==> src/rtl/regfile_pkg.sv <==
// Shared defaults and index type for the multi-port integer register file.
package regfile_pkg;

  localparam int XLEN_DEF = 32;
  localparam int NREG_DEF = 32;

  typedef logic [4:0] reg_idx_t;

  localparam reg_idx_t ZERO_REG = 5'd0;

endpackage

==> src/rtl/regfile_scoreboard.sv <==
// Pending-write scoreboard: one bit per register, set by reservations, cleared by writes/flush.
// REGFILE_BYPASS_EN: same-cycle writes mask busy unless a same-cycle reservation re-arms it.
module regfile_scoreboard
  import regfile_pkg::*;
#(
  parameter int NREG = NREG_DEF,
  parameter int NRD  = 2,
  parameter int NWR  = 2,
  localparam int AW  = $clog2(NREG)
) (
  input  logic              clk,
  input  logic              reset,
  input  logic [NWR-1:0]    wr_en,
  input  logic [NWR*AW-1:0] wr_addr,
  input  logic              rsv_en,
  input  logic [AW-1:0]     rsv_addr,
  input  logic              flush,
  input  logic [NRD-1:0]    rd_en,
  input  logic [NRD*AW-1:0] rd_addr,
  output logic [NRD-1:0]    rd_busy
);

  logic [NREG-1:0] pending_q;
  logic [NREG-1:0] pending_d;
  logic [AW-1:0]   busy_sel;

  // Order encodes priority: write clear < reservation set < flush clear.
  always_comb begin
    pending_d = pending_q;
    for (int p = 0; p < NWR; p++) begin
      if (wr_en[p]) pending_d[wr_addr[p*AW +: AW]] = 1'b0;
    end
    if (rsv_en) pending_d[rsv_addr] = 1'b1;
    if (flush)  pending_d = '0;
    pending_d[ZERO_REG] = 1'b0;
  end

  always_ff @(posedge clk or negedge reset) begin
    if (!reset) pending_q <= '0;
    else        pending_q <= pending_d;
  end

  always_comb begin
    rd_busy  = '0;
    busy_sel = '0;
    for (int q = 0; q < NRD; q++) begin
      busy_sel   = rd_addr[q*AW +: AW];
      rd_busy[q] = rd_en[q] & pending_q[busy_sel];
`ifdef REGFILE_BYPASS_EN
      if (!(rsv_en && rsv_addr == busy_sel)) begin
        for (int p = 0; p < NWR; p++) begin
          if (wr_en[p] && wr_addr[p*AW +: AW] == busy_sel) rd_busy[q] = 1'b0;
        end
      end
`endif
    end
  end

endmodule

==> src/rtl/regfile_mp.sv <==
// Parametrised multi-port integer register file with fixed write priority (port 0 highest).
// Optional REGFILE_BYPASS_EN forwards same-cycle write data to reads.
module regfile_mp
  import regfile_pkg::*;
#(
  parameter int XLEN = XLEN_DEF,
  parameter int NREG = NREG_DEF,
  parameter int NRD  = 2,
  parameter int NWR  = 2,
  localparam int AW  = $clog2(NREG)
) (
  input  logic                clk,
  input  logic                reset,
  input  logic [NWR-1:0]      wr_en,
  input  logic [NWR*AW-1:0]   wr_addr,
  input  logic [NWR*XLEN-1:0] wr_data,
  input  logic [NRD-1:0]      rd_en,
  input  logic [NRD*AW-1:0]   rd_addr,
  output logic [NRD*XLEN-1:0] rd_data,
  output logic [NRD-1:0]      rd_busy,
  input  logic                rsv_en,
  input  logic [AW-1:0]       rsv_addr,
  input  logic                flush
);

  logic [XLEN-1:0] mem_q [1:NREG-1];
  logic [XLEN-1:0] mem_d [1:NREG-1];
  logic [AW-1:0]   rd_sel;

  // NOTE: blocking assignments in always_comb; walking ports high-to-low lets port 0 land last and win.
  always_comb begin
    for (int r = 1; r < NREG; r++) begin
      mem_d[r] = mem_q[r];
      for (int p = NWR - 1; p >= 0; p--) begin
        if (wr_en[p] && wr_addr[p*AW +: AW] == AW'(r)) mem_d[r] = wr_data[p*XLEN +: XLEN];
      end
    end
  end

  // NOTE: the storage array is reset explicitly because zeroed registers are architecturally visible.
  always_ff @(posedge clk or negedge reset) begin
    if (!reset) begin
      for (int r = 1; r < NREG; r++) mem_q[r] <= '0;
    end else begin
      for (int r = 1; r < NREG; r++) mem_q[r] <= mem_d[r];
    end
  end

  always_comb begin
    rd_data = '0;
    rd_sel  = '0;
    for (int q = 0; q < NRD; q++) begin
      rd_sel = rd_addr[q*AW +: AW];
      if (rd_en[q] && rd_sel != AW'(ZERO_REG)) begin
        for (int r = 1; r < NREG; r++) begin
          if (rd_sel == AW'(r)) rd_data[q*XLEN +: XLEN] = mem_q[r];
        end
`ifdef REGFILE_BYPASS_EN
        for (int p = NWR - 1; p >= 0; p--) begin
          if (wr_en[p] && wr_addr[p*AW +: AW] == rd_sel) rd_data[q*XLEN +: XLEN] = wr_data[p*XLEN +: XLEN];
        end
`endif
      end
    end
  end

  regfile_scoreboard #(
    .NREG (NREG),
    .NRD  (NRD),
    .NWR  (NWR)
  ) u_scoreboard (
    .clk      (clk),
    .reset    (reset),
    .wr_en    (wr_en),
    .wr_addr  (wr_addr),
    .rsv_en   (rsv_en),
    .rsv_addr (rsv_addr),
    .flush    (flush),
    .rd_en    (rd_en),
    .rd_addr  (rd_addr),
    .rd_busy  (rd_busy)
  );

endmodule

==> config.mk <==
export PLATFORM = sky130hd
export DESIGN_NAME = regfile_mp
export DESIGN_NICKNAME = d
export VERILOG_FILES = /design/src/rtl/regfile_pkg.sv /design/src/rtl/regfile_scoreboard.sv /design/src/rtl/regfile_mp.sv
export SDC_FILE = /design/constraint.sdc
export NUM_CORES = 2
export LEC_CHECK = 0
export CAP_MARGIN = 30
export CORE_ASPECT_RATIO = 1.2
export CORE_MARGIN = 3
export CORE_UTILIZATION = 33
export DETAILED_ROUTE_END_ITERATION = 10
export SYNTH_ARGS = -nofsm -noshare
export SYNTH_HDL_FRONTEND = slang
export SYNTH_HIERARCHICAL = 1
export SYNTH_SLANG_ARGS = --single-unit
==> constraint.sdc <==
create_clock -name clk -period 2.2 [get_ports clk]
set_clock_uncertainty 0.15 [all_clocks]
set_input_delay 0.22 -clock clk [delete_from_list [all_inputs] [get_ports clk]]
set_output_delay 0.22 -clock clk [all_outputs]
set_load 0.005 [all_outputs]
# Word-level counts from Yosys, hierarchy flattened
# Index checks and enable logic that the tools add are counted.
# totals
wordCells	411
out_inout_bits	66
input_bits	97
register_bits	1023
# classes
n_eq_ne	124
muxes	140
n_lt_le_gt_ge	8
reduce_logical	100
bitwise_logic	7
# op_table
operator	n
$mux W32	130
$eq A5 B5 Y1 const B	64
$eq A5 B4 Y1 const B	32
$eq A5 B3 Y1 const B	16
$logic_and A1 B1 Y1	67
$and A32 B32 Y32	2
$not A32 Y32	2
$reduce_bool A2 Y1	31
$eq A5 B2 Y1 const B	8
$or A32 B32 Y32	1
$lt A5 B6 Y1 const B	5
$eq A5 B1 Y1 const B	4
$demux W1 S5	3
$ge A5 B1 Y1 const B	3
$bmux W1 S5	2
$reduce_bool A5 Y1	2
$mux W1	5
$and A1 B1 Y1	2

# Longest topological paths before layout
# logic_depth
ltp_word	33
mapped_depth	12
mapped_depth_nobuf	7

# By module
# Netlist, hierarchy kept.
# by_module_without_submodules
mod	cells_per_inst	area_each_um2	seq_area_each_um2	instances
regfile_mp	7141	61769.2	24823.8	1
regfile_scoreboard	232	2292.2	775.7	1

# Worst setup path before layout
# OpenSTA, ideal clock, no wires.
# synth_timing
path_type	input port to output port
startpoint	input port rd_addr[2]
endpoint	output port rd_data[31]
path_stages	9
slack_ps	-137
arrival_time_ps	1967
n_path_buf	2
required_time_ps	1830
path_cell_list	buf_2 buf_6 and3b_1 a31o_1 a222oi_1 nand4_1 or4_1 a221oi_2 nor3_1
# synth_via
elab_chain_len	33
elab_cells_between_ends	65
cone_classes	eq/ne (31); mux (32); reduce/logical (2)
# synth_rtl
item	line_no	text
start, declared	regfile_mp.sv:18	input logic [NRD*AW-1:0] rd_addr,
$eq A5 B1 Y1	regfile_mp.sv:56	if (rd_sel == AW'(r)) rd_data[q*XLEN +: XLEN] = mem_q[r];
$mux W32 (31 in series)	regfile_mp.sv:56	
$mux W32 *	regfile_mp.sv:54	if (rd_en[q] && rd_sel != AW'(ZERO_REG)) begin
end, declared	regfile_mp.sv:19	output logic [NRD*XLEN-1:0] rd_data,
# Mark *: on every way between the ends. The rest lies on a longest branch, timed or not.

# Worst setup path in the final report
# layout_timing
startpoint	register mem_q[582] (netlist name)
endpoint	output port rd_data[38]
# layout_via
elab_chain_len	20
# layout_rtl
item	line_no	text
start, declared	regfile_mp.sv:26	logic [XLEN-1:0] mem_q [1:NREG-1];
$mux W32 (19 in series)	regfile_mp.sv:56	
$mux W32	regfile_mp.sv:54	
# Every way passes these cells.

==> results.py <==
metrics = {
    "floorplanning": {
        "rows": 176,
        "core_um2": 192000,
        "die_x_um": 408,
        "floorplan.initialDensity": 0.333,
        "die_h_um": 489,
        "fp.dieArea_um2": 199000,
        "ios": 163,
    },
    "logic_synthesis": {
        "synth_cells": 7373,
        "ys_seq_elements": 1023,
        "ys.flop_type": "dfrtp_1",
        "yosysWarnings": 6,
        "syn-cell-area_um2": 64100,
        "synth_fp_nets": 7470,
        "ys_seq_area_frac": 0.400,
        "synth-edff-count": 0,
        "synth_area_per_cell_um2": 8.69,
        "synthArstFlopShare": 1.00,
        "synthDistinctLibCells": 91,
    },
    "placed_design": {
        "numPortBuffers": 162,
        "post_dp_cell_area_um2": 87300,
        "place_congestion": 1.08,
        "dp_hpwl_mm": 380,
        "place_ws_ps": -2320,
    },
    "layout": {
        "area_delta_synth_final_pct": 53.8,
        "final_area_um2": 98500,
        "final_common_cell": "buf_4",
        "fill_cells": 17900,
        "multi_input_area_um2": 39400,
        "seq_area_um2": 25700,
        "drive_gt1_frac": 0.364,
        "mostFrequentLayoutCells": "buf_4 (1,776), mux2i_1 (1,037), dfrtp_1 (971)",
        "nNetsFinal": 9383,
    },
    "global_routing": {
        "grt_max_degree": 98,
        "grt_overflow": 0,
        "track_usage": 0.496,
        "grt_pass1_vias": 74900,
        "antenna_found_initial": 32,
        "grt_pass1_wl_mm": 675,
    },
    "sta": {
        "layout_setup_ws_ps": -1340,
        "max_freq_mhz": 283,
        "worst_slew_pin_slew_ps": 775,
        "finalHoldViolCount": 0,
        "period_needed_ps": 3540,
        "drv_slew": 0,
        "period_share": 1.61,
        "maxSlewHeadroom": 0.482,
        "setup_viol_count_final": 66,
        "rsz0062_at_grt": "yes",
    },
    "clock_network": {
        "clkLatencyLatePin_ps": 810,
        "cts_root_buf": "clkbuf_16",
        "clk_pin_slew_worst_paths_ps": 60,
        "clock_sinks": 1023,
        "htree_levels": 4,
        "cts_buffers": 132,
        "cts_buffer_depth": 3,
        "cts_tree": "yes",
    },
    "hold_path": {
        "min_path_cells": 4,
        "hold_class": "input pin to flop",
    },
    "worst_setup_path": {
        "cp-start-kind": "flop",
        "cp.required_ps": 1830,
        "rrSetupSlack_ps": 940,
        "cp.arrival_ps": 3170,
        "endpoint_kind": "output pin",
        "worstSetupPathType": "flop to output pin",
        "worst-r2r-cell-count": 5,
        "cp_max_fo": 2,
    },
    "power": {
        "power.density_nw_per_um2": 786,
        "p_leak_nw": 43.9,
        "ir_worst_vdd_mv": 0.908,
    },
    "drt": {
        "viasPerCell": 6.49,
        "num_vias": 77900,
        "drc": 0,
        "dr.pass1.iters": 9,
        "wl_per_cell_um": 42.6,
        "drtIter0Drc": 11800,
        "wl_mm": 511,
        "antenna_left": 0,
    },
    "flow_run": {
        "cap_violations": 0,
    },
    "outcome": {
        "violations": "setup timing",
        "outcome": "complete, but fails checks",
    },
}
## critical path, stage by stage (launching register included)
cell,delay [ps]
dfrtp_1,380
a222oi_1,660
buf_4,220
and3_1,150
nand4_1,300
o21ai_2,300
a31oi_4,170
buf_6,160
## cell usage after synthesis, drive strengths merged, types with 8 or more instances
master	number	area share
mux2i	1042	0.16
dfrtp	1023	0.40
nor2	950	0.057
a21oi	943	0.074
nand2	586	0.034
o21ai	536	0.042
clkbuf	503	0.029
a22oi	500	0.059
buf	283	0.023
nand3	103	0.0080
a221oi	75	0.010
nor3	62	0.0048
nand4	60	0.0059
nor2b	55	0.0054
o22ai	49	0.0048
a22o	46	0.0063
and3	43	0.0042
a211oi	36	0.0044
a31oi	36	0.0035
o221ai	31	0.0042
a222oi	30	0.0047
o211ai	24	0.0028
a2111oi	23	0.0031
nor3b	22	0.0029
mux2	21	0.0037
nand2b	21	0.0021
a21o	16	0.0019
nor4	16	0.0018
and2	14	0.0014
mux4	14	0.0053
a221o	13	0.0020
or3	13	0.0013
and3b	12	0.0016
a32oi	11	0.0015
a32o	10	0.0016
inv	10	0.00059
o2111ai	10	0.0014
o31ai	10	0.0012
o2bb2ai	9	0.0012
and4	8	0.0011
## kinds of logic (layout without fill, tap and decap cells)
family                 after synthesis  after routing  synth area share
AND/OR/NAND/NOR                   1998           1998             0.137
buffers and inverters              798           2815            0.0529
other                                0             21                 0
multiplexers                      1077           1077             0.172
AO/OA/AOI/OAI                     2477           2477             0.239
flip-flops                        1023           1023             0.400
## sequential cells by signal (all words and copies together), names as in the netlist
register                count
mem_q                     992
u_scoreboard/pending_q     31
## power by group
part	total [mW]	internal, mW	switching [mW]
clock	23.0	13.2	9.86
sequential	29.4	23.8	5.58
combinational	25.0	11.9	13.1
## metal layers
metal | global-route usage | share of wire | wire (um) | vias up
li1 | - | - | - | 30900
met1 | 0.571 | 0.35 | 177000 | 38300
met2 | 0.741 | 0.42 | 214000 | 6407
met3 | 0.127 | 0.11 | 53700 | 2234
met4 | 0.491 | 0.13 | 65100 | 10
met5 | 0 | 0.00013 | 68 | -
## final cells by class
type,instances,area share
multi-input cells,5552,0.400
repair buffers,2565,0.261
flip-flops and latches,1023,0.260
clock buffers,190,0.0387
well taps,2581,0.0328
clock inverters,48,0.00569
diodes,21,0.000533
inverters,12,0.000495
## stage by stage
stage                     power, mW  hold slack (ps)  setup TNS [ps]  utilization  instances
after global routing           79.2             77.7          -61930        0.512      12000
after floorplan                35.1             -226            -338            -       7373
after global placement         50.8              198         -306940        0.454      11500
final                          77.4             62.9          -62570        0.512      12000
after CTS                      75.8             39.7          -60460        0.503      11900
after detailed placement       51.2              198         -326390        0.454      11500
## final timing paths
kind	startpoint	end
min reg2reg	u_scoreboard/pending_q[28]	u_scoreboard/pending_q[28]
max	mem_q[582]	rd_data[38]
min in group asynchronous	reset	mem_q[250]
min	wr_data[0]	mem_q[832]
max reg2reg	mem_q[704]	mem_q[704]
max in group asynchronous	reset	mem_q[338]
## what timing repair did
item,in CTS,in global routing
resized for setup,1132,277
buffers inserted,186,78
hold endpoints to repair,1023,0
endpoints found under the setup margin,66,66
cloned,1,2
pin swaps,342,256
hold buffers,4,0
Power figures use the tool's default switching activity.
